<file path="src/rtl/sram_bridge_pkg.sv">
// Shared types and helpers for the sram-like to BRAM bridge: size/state enums,
// byte-strobe and misalignment decode, and write-lane replication.
package sram_bridge_pkg;

    typedef enum logic [1:0] {
        SZ_BYTE = 2'd0,
        SZ_HALF = 2'd1,
        SZ_WORD = 2'd2
    } size_t;

    typedef enum logic [1:0] {
        IDLE,
        WAIT,
        RESP
    } state_t;

    // Returns {misalign, strobe}; size 3 is reported as misaligned with no lanes.
    function automatic logic [4:0] strb_of(input logic [1:0] size, input logic [1:0] lo);
        logic [4:0] r;
        case (size)
            SZ_BYTE: r = {1'b0, 4'b0001 << lo};
            SZ_HALF: r = {lo[0], (lo[1] ? 4'b1100 : 4'b0011)};
            SZ_WORD: r = {(lo != 2'b00), 4'b1111};
            default: r = {1'b1, 4'b0000};
        endcase
        return r;
    endfunction

    function automatic logic [31:0] lane_rep(input logic [1:0] size, input logic [31:0] wdata);
        logic [31:0] r;
        case (size)
            SZ_BYTE: r = {4{wdata[7:0]}};
            SZ_HALF: r = {2{wdata[15:0]}};
            default: r = wdata;
        endcase
        return r;
    endfunction

endpackage

</file>
<file path="src/rtl/sram_bridge_lane.sv">
// Byte-lane decode: strobe, misalignment flag and replicated write data.
// Purely combinational; no latency, no backpressure.
module sram_bridge_lane
    import sram_bridge_pkg::*;
(
    input  logic [1:0]  size,
    input  logic [1:0]  addr_lo,
    input  logic [31:0] wdata,
    output logic [3:0]  strb,
    output logic        misalign,
    output logic [31:0] din
);

    logic [4:0] dec;

    assign dec      = strb_of(size, addr_lo);
    assign misalign = dec[4];
    // A misaligned write must not touch memory, so its lanes are suppressed here.
    assign strb     = dec[4] ? 4'b0000 : dec[3:0];
    assign din      = lane_rep(size, wdata);

endmodule

</file>
<file path="src/rtl/sram_like_bram_bridge.sv">
// Bridges the core's sram-like req/addr_ok/data_ok handshake onto a single-port BRAM.
// Latency: data_ok 1 + WAIT_CYCLES cycles after accept; no backpressure on data_ok.
// Accepts in IDLE only; with SRAM_BRIDGE_PIPE_EN defined, also in RESP.
module sram_like_bram_bridge
    import sram_bridge_pkg::*;
#(
    parameter int LEN_ADDR    = 32,
    parameter int LEN_DATA    = 32,
    parameter int WAIT_CYCLES = 0
) (
    input  logic                clk,
    input  logic                resetn,
    input  logic                req,
    input  logic                wr,
    input  logic [1:0]          size,
    input  logic [LEN_ADDR-1:0] addr,
    input  logic [LEN_DATA-1:0] wdata,
    output logic                addr_ok,
    output logic                data_ok,
    output logic [LEN_DATA-1:0] rdata,
    output logic                misalign,
    output logic                bram_en,
    output logic [3:0]          bram_we,
    output logic [LEN_ADDR-1:0] bram_addr,
    output logic [LEN_DATA-1:0] bram_din,
    input  logic [LEN_DATA-1:0] bram_dout
);

    localparam logic [3:0] CNT_LOAD = (WAIT_CYCLES == 0) ? 4'd0 : 4'(WAIT_CYCLES - 1);

    state_t              state_q, state_d;
    logic [3:0]          cnt_q, cnt_d;
    logic                cap_q;
    logic                mis_q;
    logic [LEN_DATA-1:0] rdata_q;
    logic                accept;
    logic [3:0]          lane_strb;
    logic                lane_mis;
    logic [31:0]         lane_din;

    sram_bridge_lane u_lane (
        .size     (size),
        .addr_lo  (addr[1:0]),
        .wdata    (wdata),
        .strb     (lane_strb),
        .misalign (lane_mis),
        .din      (lane_din)
    );

    always_comb begin
        state_d = state_q;
        cnt_d   = cnt_q;
        addr_ok = 1'b0;
        case (state_q)
            IDLE: addr_ok = 1'b1;
            WAIT: begin
                if (cnt_q == 4'd0) state_d = RESP;
                else               cnt_d   = cnt_q - 4'd1;
            end
            RESP: begin
`ifdef SRAM_BRIDGE_PIPE_EN
                addr_ok = 1'b1;
`endif
                state_d = IDLE;
            end
            default: state_d = IDLE;
        endcase
        // Nothing may reach the BRAM while reset is held.
        addr_ok = addr_ok & resetn;
        if (req && addr_ok) begin
            state_d = (WAIT_CYCLES == 0) ? RESP : WAIT;
            cnt_d   = CNT_LOAD;
        end
    end

    always_ff @(posedge clk or negedge resetn) begin
        if (!resetn) begin
            state_q <= IDLE;
            cnt_q   <= 4'd0;
            cap_q   <= 1'b0;
            mis_q   <= 1'b0;
            rdata_q <= '0;
        end else begin
            state_q <= state_d;
            cnt_q   <= cnt_d;
            cap_q   <= accept;
            if (accept) mis_q   <= lane_mis;
            if (cap_q)  rdata_q <= bram_dout;
        end
    end

    assign accept    = req && addr_ok;
    assign bram_en   = accept;
    assign bram_we   = (accept && wr) ? lane_strb : 4'b0000;
    assign bram_addr = accept ? addr : '0;
    assign bram_din  = accept ? lane_din : '0;

    assign data_ok  = (state_q == RESP);
    assign misalign = mis_q;
    // With no wait states the response cycle is the capture cycle, so forward douta directly.
    assign rdata    = cap_q ? bram_dout : rdata_q;

endmodule

</file>
<file path="config.mk">
export PLATFORM = sky130hd
export DESIGN_NAME = sram_like_bram_bridge
export DESIGN_NICKNAME = d
export VERILOG_FILES = /design/src/rtl/sram_bridge_pkg.sv /design/src/rtl/sram_bridge_lane.sv /design/src/rtl/sram_like_bram_bridge.sv
export SDC_FILE = /design/constraint.sdc
export NUM_CORES = 1
export LEC_CHECK = 0
export ABC_AREA = 1
export BUFFER_PORTS_ARGS = -buffer_cell sky130_fd_sc_hd__buf_4
export CAP_MARGIN = 30
export CORE_ASPECT_RATIO = 1.2
export CORE_MARGIN = 3
export CORE_UTILIZATION = 37
export DETAILED_ROUTE_END_ITERATION = 6
export GPL_TIMING_DRIVEN = 0
export PLACE_DENSITY_LB_ADDON = 0.08
export SETUP_SLACK_MARGIN = 0.5
export SLEW_MARGIN = 10
export SYNTH_ARGS = -nofsm -noshare
export SYNTH_HDL_FRONTEND = slang
export SYNTH_SLANG_ARGS = --single-unit
</file>
<file path="constraint.sdc">
create_clock -name clk -period 1.7 [get_ports clk]
set_clock_uncertainty 0.15 [all_clocks]
set_input_delay 0 -clock clk [delete_from_list [all_inputs] [get_ports clk]]
set_output_delay 0 -clock clk [all_outputs]
set_load 0.02 [all_outputs]
</file>
==> results of run 1 <==
==> per-stage QoR <==
stage / util / instances / setup WS (ns) / hold WS [ns]
2_1_floorplan: - / 284 / 0.420 / -0.446
3_3_place_gp: 0.802 / 551 / 0.318 / -0.169
3_5_place_dp: 0.802 / 551 / 0.295 / -0.168
4_1_cts: 0.912 / 574 / 0.0686 / -0.474
==> what timing repair did <==
action / 4_1_cts
resized for setup: 78
endpoints found under the setup margin: 133
pin swaps: 9
hold buffers: 2
hold endpoints to repair: 68
setup buffers: 8
cloned: 5
==> cell usage after synthesis <==
cell	number
o211ai_1	1
nand2_1	48
buf_4	7
mux2_1	2
a21oi_1	10
buf_2	5
inv_1	56
nor2_1	67
clkbuf_2	1
clkbuf_1	1
mux2_2	30
nor3_1	16
o21ai_0	2
inv_2	1
dfrtp_1	35
nand3_1	2
==> cell families after synthesis <==
kind of cell / Yosys count
simple gates: 133
buf+inv: 71
mux: 32
compound gates: 13
flops: 35
==> impl_metrics.yaml, run 1 <==
logic_synthesis:
  yosys.area_share.simple: 0.245
  synth_xor_area_frac: 0
  synth_cell_types: 16
  synth_top_family_by_area: "simple AND/OR/NAND/NOR gates"
  synth_fp_nets: 386
  synth-compound-area-share: 0.0318
  yosysTopAreaCell: "dfrtp_1"
  ys_seq_area_frac: 0.412
  ys_ff_latch: 35
  muxShareOfSynthArea: 0.170
  synth_cells: 284
  synth_area_leaders: "dfrtp_1 41%, mux2_2 16%, nor2_1 12%"
  avgSynthCellArea_um2: 7.49
  netlist_area_um2: 2130
  netlist.area_leader.share: 0.412
  yosysWarnings: 0
  yosys.area_share.adder: 0
place:
  dpl.hpwl_um: 7140
  port_buffers: 205
  dpl_cell_area_um2: 4340
  gp_congestion: 0.761
floorplanning:
  fp.dieW_um: 75.2
  ios: 206
  die_h_um: 89.0
  rows: 29
  start_util: 0.393
cts:
  htree_levels: 2
  root_buffer: "clkbuf_8"
  cts_buffers: 5
  cts_sinks: 35
  cts_buffer_depth: 2
sta:
  endpoint_type: "output port"
  crit_endpoint: "bram_we[3]"
outcome:
  status: "stopped before the end"
  haltStage: "5_1_grt"
  error: "[ERROR DPL-0033] detailed placement checks failed during check placement."
global_routing:
  grt_start_max_net_pins: 38
  antenna_found_initial: 1
==> run 2: changes to the inputs <==
--- a/config.mk
+++ b/config.mk
@@ -8,13 +8,11 @@
 export ABC_AREA = 1
 export BUFFER_PORTS_ARGS = -buffer_cell sky130_fd_sc_hd__buf_4
 export CAP_MARGIN = 30
-export CORE_ASPECT_RATIO = 1.2
 export CORE_MARGIN = 3
-export CORE_UTILIZATION = 37
+export CORE_UTILIZATION = 35
 export DETAILED_ROUTE_END_ITERATION = 6
 export GPL_TIMING_DRIVEN = 0
-export PLACE_DENSITY_LB_ADDON = 0.08
-export SETUP_SLACK_MARGIN = 0.5
+export PLACE_DENSITY_LB_ADDON = 0.15
 export SLEW_MARGIN = 10
 export SYNTH_ARGS = -nofsm -noshare
 export SYNTH_HDL_FRONTEND = slang
==> run 2 against run 1 <==
Compared with the run above:
- the flow now finishes without violations
- synthesized cell count did not move
- synthesized area did not move
==> impl_metrics.yaml, run 2 <==
logic_synthesis:
  netlist.area_leader.share: 0.412
  synth_cell_types: 16
  synthArstFlopShare: 1.00
  yosysTopAreaCell: "dfrtp_1"
  ys.flop_type: "dfrtp_1"
  synth_cells: 284
  synth_commonest_cells: "67 x nor2_1, 56 x inv_1, 48 x nand2_1"
  ys_seq_area_frac: 0.412
  ys_ff_latch: 35
  yosysMostFrequentCell: "nor2_1"
  synth_fp_nets: 386
  synth_area_leaders: "dfrtp_1 41%, mux2_2 16%, nor2_1 12%"
  netlist_area_um2: 2130
  avgSynthCellArea_um2: 7.49
  synth_edf_count: 0
  yosysWarnings: 0
place:
  dpl.hpwl_um: 6160
  dpl_cell_area_um2: 3750
  port_buffers: 205
  gp_congestion: 0.896
global_routing:
  grt_pass1_vias: 2798
  gr-usage-all-layers: 0.232
  overflow: 0
  grt_pass1_wl_um: 13200
  antenna_found_initial: 0
  grt_start_max_net_pins: 36
worst_hold_path:
  hold_class: "input pin to async pin"
sta:
  rsz0062_at_grt: "no"
  fmaxAchievable_mhz: 607
  post-route-min-period_ns: 1.65
  slew_headroom: 0.627
  fin_setup_tns_ns: 0
  finalHoldViolCount: 0
  period_share: 0.969
  tightest_slew_ns: 0.557
  setup_viol: 0
  drv_slew: 0
cts:
  path_clk_slew_ns: 0.08
  cts_buffers: 5
  cts_tree: "yes"
  cts_buffer_depth: 2
  cts_sinks: 35
  clock_latency_ns: 0.28
  root_buffer: "clkbuf_8"
  htree_levels: 2
floorplanning:
  start_util: 0.375
  coreArea_um2: 5680
  fp.dieW_um: 83.9
  die_h_um: 83.9
  dieArea_um2: 7050
  rows: 27
  ios: 206
setup_path:
  cp_max_fo: 10
  cp-start-kind: "flop"
  cp_data_required_time_ns: 1.55
  path_class: "flop to output pin"
  end_kind: "output pin"
  crit_arrival_ns: 1.50
power:
  power_density_nw_per_um2: 676
  ir_drop_mv: 0.522
  p_leak_uw: 0.00243
route:
  viasPerCell: 4.51
  drt-initial-drc-count: 106
  avgRoutedWirePerCell_um: 13.9
  post-route-drc-count: 0
  num_vias: 2745
  drtAntennaViolNets: 0
  first_pass_iters: 4
  routed_wl_um: 8430
cells_and_area:
  area_delta_synth_final_pct: 102
  fin_area_um2: 4290
  drive_gt1_frac: 0.494
  diodes: 0
  fillers: 444
  top_register: "rdata_q"
  final_common_cell: "buf_4"
  largest_reg_flops: 32
  layout.nets: 637
  final_cell_mix: "210 x buf_4, 63 x nor2_1, 56 x inv_1, 48 x nand2_1, 36 x dlygate4sd3_1"
run:
  drv_cap: 0
outcome:
  status: "finished clean"
run 2: what timing repair did:
| action | 4_1_cts | 5_1_grt |
|---|---|---|
| buffers inserted | 0 | 1 |
| gates cloned | 1 | 0 |
| hold buffers | 37 | 0 |
| resized for setup | 7 | 9 |
| setup endpoints to repair | 43 | 31 |
| hold endpoints to repair | 68 | 0 |
run 2: stage by stage:
step / setup WS (ns) / instances / hold slack, ns / util / total power [uW]
global placement: 0.151 / 561 / -0.171 / 0.662 / 2190
detailed placement: 0.128 / 561 / -0.170 / 0.662 / 2220
finish: 0.0519 / 608 / 0.0961 / 0.755 / 2900
global route: 0.00322 / 608 / 0.120 / 0.755 / 3050
floorplan: 0.181 / 284 / -0.446 / - / 1620
CTS: 0.0328 / 607 / 0.0971 / 0.750 / 2890
run 2: cell families (layout without fill, tap and decap cells):
family | count (synthesis) | in the layout | share of synthesized area
and+or+nand+nor | 133 | 133 | 0.245
DFF | 35 | 35 | 0.412
muxes | 32 | 32 | 0.170
AOI/OAI and AO/OA | 13 | 13 | 0.0318
buffers and inverters | 71 | 323 | 0.141
run 2: cell type report:
type / instances / area [um^2] / share of cell area
Buffer: 14 / 116 / 0.0272
Clock buffer: 6 / 72.6 / 0.0169
Clock inverter: 2 / 12.5 / 0.00292
Inverter: 57 / 214 / 0.0499
Multi-Input combinational cell: 178 / 972 / 0.227
Sequential cell: 35 / 876 / 0.204
Tap cell: 72 / 90.1 / 0.0210
Timing Repair Buffer: 244 / 1930 / 0.451
run 2: worst max-delay path: stages, from the launching register on:
cell	delay, ns
dfrtp_1	0.36
clkbuf_4	0.16
buf_6	0.15
mux2_1	0.36
buf_4	0.18
run 2: power breakdown:
group | switching [uW] | internal, uW
clock network | 306 | 286
registers | 43.7 | 971
logic | 649 | 643
total | 999 | 1900
run 2: worst paths after layout:
check,startpoint,end,slack [ns],cells past startpoint
worst max register to register,cap_q,rdata_q[5],0.39,3
worst min register to register,misalign,misalign,0.34,2
min in group clk,req,cap_q,0.10,4
max in group asynchronous,resetn,cap_q,1.11,3
worst max-delay path,cap_q,rdata[5],0.05,4
worst min-delay path,resetn,rdata_q[11],0.1,3
run 2: per-layer routing:
layer / wire length [um] / GRT usage / part of all wire / vias to the layer above
li1: - / - / - / 1357
met1: 3120 / 0.250 / 0.37 / 1246
met2: 4480 / 0.432 / 0.53 / 124
met3: 611 / 0.0523 / 0.072 / 18
met4: 225 / 0.0906 / 0.027 / 0
met5: 0 / 0 / 0 / -
No activity file was read; power rests on OpenSTA's default activity.
